==> config.mk <==
export PLATFORM = sky130hd
export DESIGN_NAME = pc_fetch_ctrl
export DESIGN_NICKNAME = d
export VERILOG_FILES = /design/src/rtl/isa_pkg.sv /design/src/rtl/sat_counter.sv /design/src/rtl/pc_fetch_ctrl.sv
export SDC_FILE = /design/constraint.sdc
export NUM_CORES = 1
export LEC_CHECK = 0
export ABC_CLOCK_PERIOD_IN_PS = 2050
export CAP_MARGIN = 25
export CORE_ASPECT_RATIO = 1.25
export CORE_MARGIN = 2
export CORE_UTILIZATION = 42
export DETAILED_ROUTE_END_ITERATION = 8
export GPL_TIMING_DRIVEN = 0
export PLACE_DENSITY = 0.81
export SLEW_MARGIN = 20
export SYNTH_ARGS = -nofsm -noshare
export SYNTH_HDL_FRONTEND = slang
export SYNTH_HIERARCHICAL = 1
export SYNTH_SLANG_ARGS = --single-unit
export TNS_END_PERCENT = 10
==> constraint.sdc <==
create_clock -name clk -period 2.05 [get_ports clk]
set_input_delay 0.5125 -clock clk [delete_from_list [all_inputs] [get_ports clk]]
set_output_delay 0.5125 -clock clk [all_outputs]
set_load 0.03 [all_outputs]
==> src/rtl/isa_pkg.sv <==
// Shared definitions for the fetch side: LUT index width, PC width, FSM states.
package isa_pkg;

  localparam int LUT_AW = 5;
  localparam int PC_W   = 12;

  typedef enum logic [1:0] {
    IDLE = 2'd0,
    RUN  = 2'd1,
    DONE = 2'd2
  } fetch_state_t;

endpackage

==> src/rtl/sat_counter.sv <==
// Unsigned up-counter that sticks at all-ones instead of wrapping.
module sat_counter #(
  parameter int W = 16
) (
  input  logic         clk,
  input  logic         reset,
  input  logic         clr,
  input  logic         en,
  output logic [W-1:0] count
);

  logic [W-1:0] count_q;

  // Clear on reset or on a new run; count up while enabled until saturated.
  always_ff @(posedge clk) begin
    if (reset || clr) begin
      count_q <= '0;
    end else if (en && (count_q != {W{1'b1}})) begin
      count_q <= count_q + 1'b1;
    end
  end

  assign count = count_q;

endmodule

==> src/rtl/pc_fetch_ctrl.sv <==
// Program-counter sequencer: steps, branches through the target LUT, stalls,
// halts, and stops with an overflow flag when it would run past the top PC.
module pc_fetch_ctrl
  import isa_pkg::*;
#(
  parameter int          D        = PC_W,
  parameter int unsigned START_PC = 0,
  parameter int          CW       = 16
) (
  input  logic              clk,
  input  logic              reset,
  input  logic              start,
  input  logic              stall,
  input  logic              halt,
  input  logic              branch_en,
  input  logic [LUT_AW-1:0] branch_idx,
  input  logic [D-1:0]      lut_target,
  output logic [LUT_AW-1:0] lut_addr,
  output logic [D-1:0]      pc,
  output logic              busy,
  output logic              done,
  output logic              overflow,
  output logic [CW-1:0]     cycles
);

  localparam logic [D-1:0] START_VAL = D'(START_PC);
  localparam logic [D-1:0] PC_LAST   = {D{1'b1}};

  fetch_state_t state_q, state_d;
  logic [D-1:0] pc_q, pc_d;
  logic         overflow_q, overflow_d;
  logic         run_w;
  logic         launch_w;

  assign run_w    = (state_q == RUN);
  // A run launches from IDLE or DONE; start is ignored while running.
  assign launch_w = start && !run_w;

  // Next-state / next-pc priority chain: halt, stall, branch, fall-off, step.
  always_comb begin
    state_d    = state_q;
    pc_d       = pc_q;
    overflow_d = overflow_q;
    case (state_q)
      RUN: begin
        if (halt) begin
          state_d = DONE;
        end else if (stall) begin
          pc_d = pc_q;
        end else if (branch_en && (branch_idx != '0)) begin
          pc_d = lut_target;
        end else if (pc_q == PC_LAST) begin
          state_d    = DONE;
          overflow_d = 1'b1;
        end else begin
          pc_d = pc_q + 1'b1;
        end
      end
      default: begin
        if (launch_w) begin
          state_d    = RUN;
          pc_d       = START_VAL;
          overflow_d = 1'b0;
        end
      end
    endcase
  end

  // State, pc and overflow registers; reset overrides everything.
  always_ff @(posedge clk) begin
    if (reset) begin
      state_q    <= IDLE;
      pc_q       <= '0;
      overflow_q <= 1'b0;
    end else begin
      state_q    <= state_d;
      pc_q       <= pc_d;
      overflow_q <= overflow_d;
    end
  end

  // Cycles spent in RUN, including the edge that leaves RUN.
  sat_counter #(.W(CW)) u_cycles (
    .clk   (clk),
    .reset (reset),
    .clr   (launch_w),
    .en    (run_w),
    .count (cycles)
  );

  // The LUT is only addressed by a live branch; otherwise index 0.
  assign lut_addr = (run_w && branch_en) ? branch_idx : '0;

  assign pc       = pc_q;
  assign busy     = run_w;
  assign done     = (state_q == DONE);
  assign overflow = overflow_q;

endmodule
* Word level (Yosys, flattened, before mapping) *
Index checks and enable logic that the tools add are counted.

storage, ports and cells
  flip-flop bits (word level) = 31
  logic and storage cells = 48

cells by class
  add/subtract/negate cells = 2
  equality and inequality tests = 12
  muxes and demuxes = 19
  reduce and logical (&&, ||, !) cells = 11

operators with widths
  cell                                                    count
  2-to-1 mux 12 bit                                       6
  adder 16 x 1 -> 16 bit (second input constant)          1
  inequality test 16 bit (second input constant)          1
  adder 12 x 1 -> 12 bit (second input constant)          1
  == test 12 bit (second input constant)                  1
  2-to-1 mux 2 bit                                        6
  inequality test 3 bit (second input constant)           3
  AND reduction 4 bit                                     2
  2-to-1 mux 1 bit                                        6
  inequality test 2 bit (second input constant)           3
  2-to-1 mux 5 bit                                        1
  AND reduction 5 bit                                     1
  nonzero test 5 bit                                      1
  logical AND 1 bit                                       4
  inequality test 3 x 2 -> 1 bit (second input constant)  1
  == test 2 x 1 -> 1 bit (second input constant)          1
  == test 2 bit (second input constant)                   1
  inequality test 2 x 1 -> 1 bit (second input constant)  1
  nonzero test 2 bit                                      1
  zero test 1 bit                                         1
  logical OR 1 bit                                        1

* Longest topological paths before layout *
  depth after elaboration = 6
  gate-level depth with buffers = 7

* Modules after synthesis *
The synthesis kept the hierarchy.

modules (own cells, without submodules)
  module         instances  cells an instance  area each (um^2)  sequential area each (um^2)
  pc_fetch_ctrl  1          132                1021.0            300.3
  sat_counter    1          95                 847.1             320.3

* Worst setup path after synthesis *
OpenSTA, ideal clock, no wires.

  path type = register to register
  start point = register state_q[1]
  end point = register u_cycles.count_q[14], in the netlist u_cycles/count[14]
  setup time = 0.070 ns
  arrival = 2.133 ns
  required time = 1.980 ns
  setup slack = -0.153 ns
  stages on the path, launching flop included = 8
  path buffers = 1
  period minus slack after synthesis = 2.203 ns
  path through = dfxtp_1 -> nand2b_1 -> inv_1 -> clkbuf_1 -> nand4_1 -> a41o_1 -> or3_1 -> a21oi_1

on the way
  longest elaborated chain between the ends = 4

ends and longest elaborated chain
  item                        RTL line             source
  start, declared             pc_fetch_ctrl.sv:29  fetch_state_t state_q, state_d;
  start signal, assigned      pc_fetch_ctrl.sv:76  state_q <= state_d;
  == test 2 x 1 -> 1 bit (*)  pc_fetch_ctrl.sv:35  assign run_w = (state_q == RUN);
  net busy                    pc_fetch_ctrl.sv:20  output logic busy,
  zero test 1 bit             pc_fetch_ctrl.sv:37  assign launch_w = start && !run_w;
  logical AND 1 bit           pc_fetch_ctrl.sv:37
  logical OR 1 bit            sat_counter.sv:16    if (reset || clr) begin
  end signal, assigned        sat_counter.sv:19    count_q <= count_q + 1'b1;
  end, declared               sat_counter.sv:12    logic [W-1:0] count_q;

The timed path passes the listed nets; every way through them passes the cells marked *.
A chain may end at the register's enable or synchronous reset.

* Final worst setup path *
  start point = input branch_idx[1]
  end point = register pc_q[2], in the netlist pc[2]

on the way
  longest elaborated chain between the ends = 6

ends and longest elaborated chain
  item                    RTL line             source
  start, declared         pc_fetch_ctrl.sv:16  input logic [LUT_AW-1:0] branch_idx,
  nonzero test 5 bit (*)  pc_fetch_ctrl.sv:50  end else if (branch_en && (branch_idx != '0)) begin
  logical AND 1 bit (*)   pc_fetch_ctrl.sv:50
  2-to-1 mux 12 bit       pc_fetch_ctrl.sv:50
  2-to-1 mux 12 bit       pc_fetch_ctrl.sv:48  end else if (stall) begin
  2-to-1 mux 12 bit       pc_fetch_ctrl.sv:46  if (halt) begin
  2-to-1 mux 12 bit       pc_fetch_ctrl.sv:44  case (state_q)
  end signal, assigned    pc_fetch_ctrl.sv:77  pc_q <= pc_d;
  end, declared           pc_fetch_ctrl.sv:30  logic [D-1:0] pc_q, pc_d;

Every way passes the cells marked *; elsewhere a longest branch is shown, timed or not. The select of a mux whose other input is x is not followed.

==> key figures <==
STA
  • Final Max Slew Viols: 0
  • Max Clk Rate: 0.491 GHz
  • Final hold vios: 0
  • Slew @ Worst Pin: 701 ps
  • Layout Skew: 10.3 ps
  • Unrepaired setup endpoints after global routing: yes
  • Tmin final: 2040 ps
  • Relative slew margins: 0.533
  • Hold Slack: 501 ps
  • Setup violators final: 0
  • Final Cycle Share: 0.994

Min path
  • Hold_sp: pc[1]$_SDFFE_PP0P_
  • Hold path endpoint: pc[1]$_SDFFE_PP0P_
  • WHS Path Cells: 2
  • Min-Delay Path Class: reg -> reg

Clock tree
  • CTS buffer count: 5
  • Clk root buf: clkbuf_8
  • Worst-Skew Late Latency: 290 ps
  • CTS max path bufs: 2
  • CTS sink cnt: 31
  • Clk pin slew, worst setup/hold paths: 70 ps
  • CTS tree: done
  • Post-cts hold buffer count: 0
  • Htree depth: 2

Final layout
  • Area of the multi-input gates: 1260 um2
  • Most common cell after layout, fill and taps aside: clkdlybuf4s50_1
  • Antenna Diode Count: 0
  • Most frequent cells in the layout: 47 x clkdlybuf4s50_1, 29 x dfxtp_1, 22 x a21oi_1
  • Area delta synth->final: 44.5%
  • NumNets Final: 318
  • Register Area: 626 um2
  • Final instance area: 2700 um2
  • # fillers: 366
  • Layout cells sized above 1: 0.136

Detailed routing
  • Metal-1 WL: 2.10 mm
  • Post-DR wirelength/cell: 14.9 um
  • Drt initial violations: 169
  • Via count: 2068
  • Routed length on met2: 2.72 mm
  • Number of vias per cell: 5.88
  • Final ANT Viol Nets: 0
  • DRT Pass-1 Iters: 5
  • WL final: 5.24 mm
  • Residual DRC count: 0
  • WL met3: 304 um
  • Top layer in use: met4

GRT
  • Vias in the first global route: 2003
  • First-pass GRT wire length: 8.95 mm
  • Total GRT Usage: 0.222
  • GR Overflow Total: 0
  • Initial antenna violation count: 0
  • Largest net degree at the start of global routing: 16

Floorplan
  • Die height: 78.6 um
  • Chip width: 63.7 um
  • Die area: 5000 um2
  • IO Count: 59
  • Core area: 4360 um2
  • Initial Utilization: 0.429
  • Row count: 27

Logic synthesis
  • Ys async rst share: 0
  • Yosys cell types: 52
  • Seq cells post-synth: 31
  • Cells after Synth: 227
  • Synth Flop Type: dfxtp_1
  • Netlist Area Pre-Place: 1870 um2
  • Mapped Avg Cell Area: 8.23 um2
  • Mapped Nets: 252
  • Sequential fraction of the synthesis area: 0.332
  • Post-synth EDFFs: 0
  • YS warnings: 6

Critical path
  • R2R Path Start: pc[0]$_SDFFE_PP0P_
  • Required time of the worst setup path: 2270 ps
  • Largest fanout on the critical path: 3
  • Data arrival, critical path: 2260 ps
  • Critical Path Source: branch_idx[1]
  • Critical path endpoint category: flop
  • Max incr delay on CP: 460 ps
  • CP Launch Type: input port
  • Critical path class: in -> reg
  • Crit-path cells: dlygate4sd2_1 > or3_4 > o31a_1 > buf_6 > or4b_1 > a21o_1 > a21oi_2
  • Reg2reg end: pc[2]$_SDFFE_PP0P_
  • Slack of the worst reg-to-reg path: 70 ps
  • FF-to-FF path depth: 6
  • Slowest CP cell: or4b_1

Power and ir drop
  • Leakage power: 1.01 nW
  • Tot Pwr: 1.53 mW
  • Cell Pwr Density: 566 nW/um2
  • Worst vdd ir: 316 uV

Outcome
  • Status: finished clean

Placed design
  • Placed cell area: 2520 um2
  • Port bufs: 58
  • RD Place Congestion: 0.991
  • Hpwl dp: 3.85 mm

Flow run
  • Max Cap Viol: 0
## critical path: cells and delay by family
kind            cells  cell delay, ps
simple gates        2             830
compound gates      3             550
buf+inv             2             370
## through the flow
stage | utilization | cells | setup TNS, ps | setup WS, ps
after CTS | 0.618 | 352 | -110 | -40.8
after detailed placement | 0.579 | 343 | -11350 | -677
final | 0.619 | 352 | 0 | 11.3
after global routing | 0.619 | 352 | -456 | -58.9
after floorplan | - | 227 | -48.5 | -48.5
after global placement | 0.579 | 343 | -10810 | -674
## how the worst max path moves through the flow
stage and end:
3_3_place_gp pc[11]$_SDFFE_PP0P_, 2_1_floorplan pc[2]$_SDFFE_PP0P_, 6_report pc[2]$_SDFFE_PP0P_, 3_5_place_dp pc[11]$_SDFFE_PP0P_, 5_1_grt pc[10]$_SDFFE_PP0P_, 4_1_cts lut_addr[0]
## power breakdown
part           switching [mW]  internal [mW]  total, mW  leakage [nW]
sequential             0.0173          0.615      0.632         0.252
combinational           0.141          0.116      0.257         0.699
clock                   0.244          0.393      0.637        0.0612
## synth_stat cells, types with 2 or more instances
cell	n	area, um2
dfxtp_1	31	621
a21oi_1	24	120
nand2_1	16	60.1
nor2_1	13	48.8
o21ai_0	13	65.1
nand3_1	11	55.1
nor3_1	8	40.0
or3_1	8	50.1
a21o_1	7	52.6
and2_1	7	43.8
and4_1	7	61.3
a31oi_1	6	37.5
clkbuf_1	6	22.5
nand4_1	6	37.5
a211oi_1	5	37.5
and3_1	5	31.3
a41o_1	4	40.0
o31ai_1	4	30.0
inv_1	3	11.3
or4_1	3	22.5
a32o_1	2	20.0
ha_1	2	25.0
mux2_2	2	22.5
nand2b_1	2	12.5
nor4b_1	2	17.5
o211a_1	2	20.0
xnor2_1	2	17.5
xor2_1	2	17.5
## layout make-up
class | instances | area share
Timing Repair Buffer | 59 | 0.206
Clock inverter | 2 | 0.0130
Tap cell | 58 | 0.0269
Multi-Input combinational cell | 184 | 0.467
Inverter | 3 | 0.00417
Sequential cell | 31 | 0.232
Clock buffer | 6 | 0.0306
Buffer | 9 | 0.0199
## cell families (layout without fill, tap and decap cells)
group | after synthesis | after routing | synth area share
simple gates | 100 | 100 | 0.323
xor+xnor | 4 | 4 | 0.0188
compound gates | 76 | 76 | 0.272
flops | 31 | 31 | 0.332
buf+inv | 12 | 79 | 0.0288
mux | 2 | 2 | 0.0121
fa+ha+maj | 2 | 2 | 0.0134
## sequential cells by signal, indices dropped and copies added, names as in the netlist
signal,flops
state_q,2
overflow,1
u_cycles/count,16
pc,12
## what timing repair did
| action | CTS | global route |
|---|---|---|
| setup buffers | 1 | 0 |
| pin swaps | 4 | 4 |
| setup endpoints to repair | 21 | 26 |
| gates resized for setup | 34 | 17 |
## metal layers
layer	track usage	vias up
li1	-	1019
met1	0.237	948
met2	0.408	90
met3	0.0501	11
met4	0.102	0
met5	0	-
Note: power is estimated with default switching activity, not from simulation.
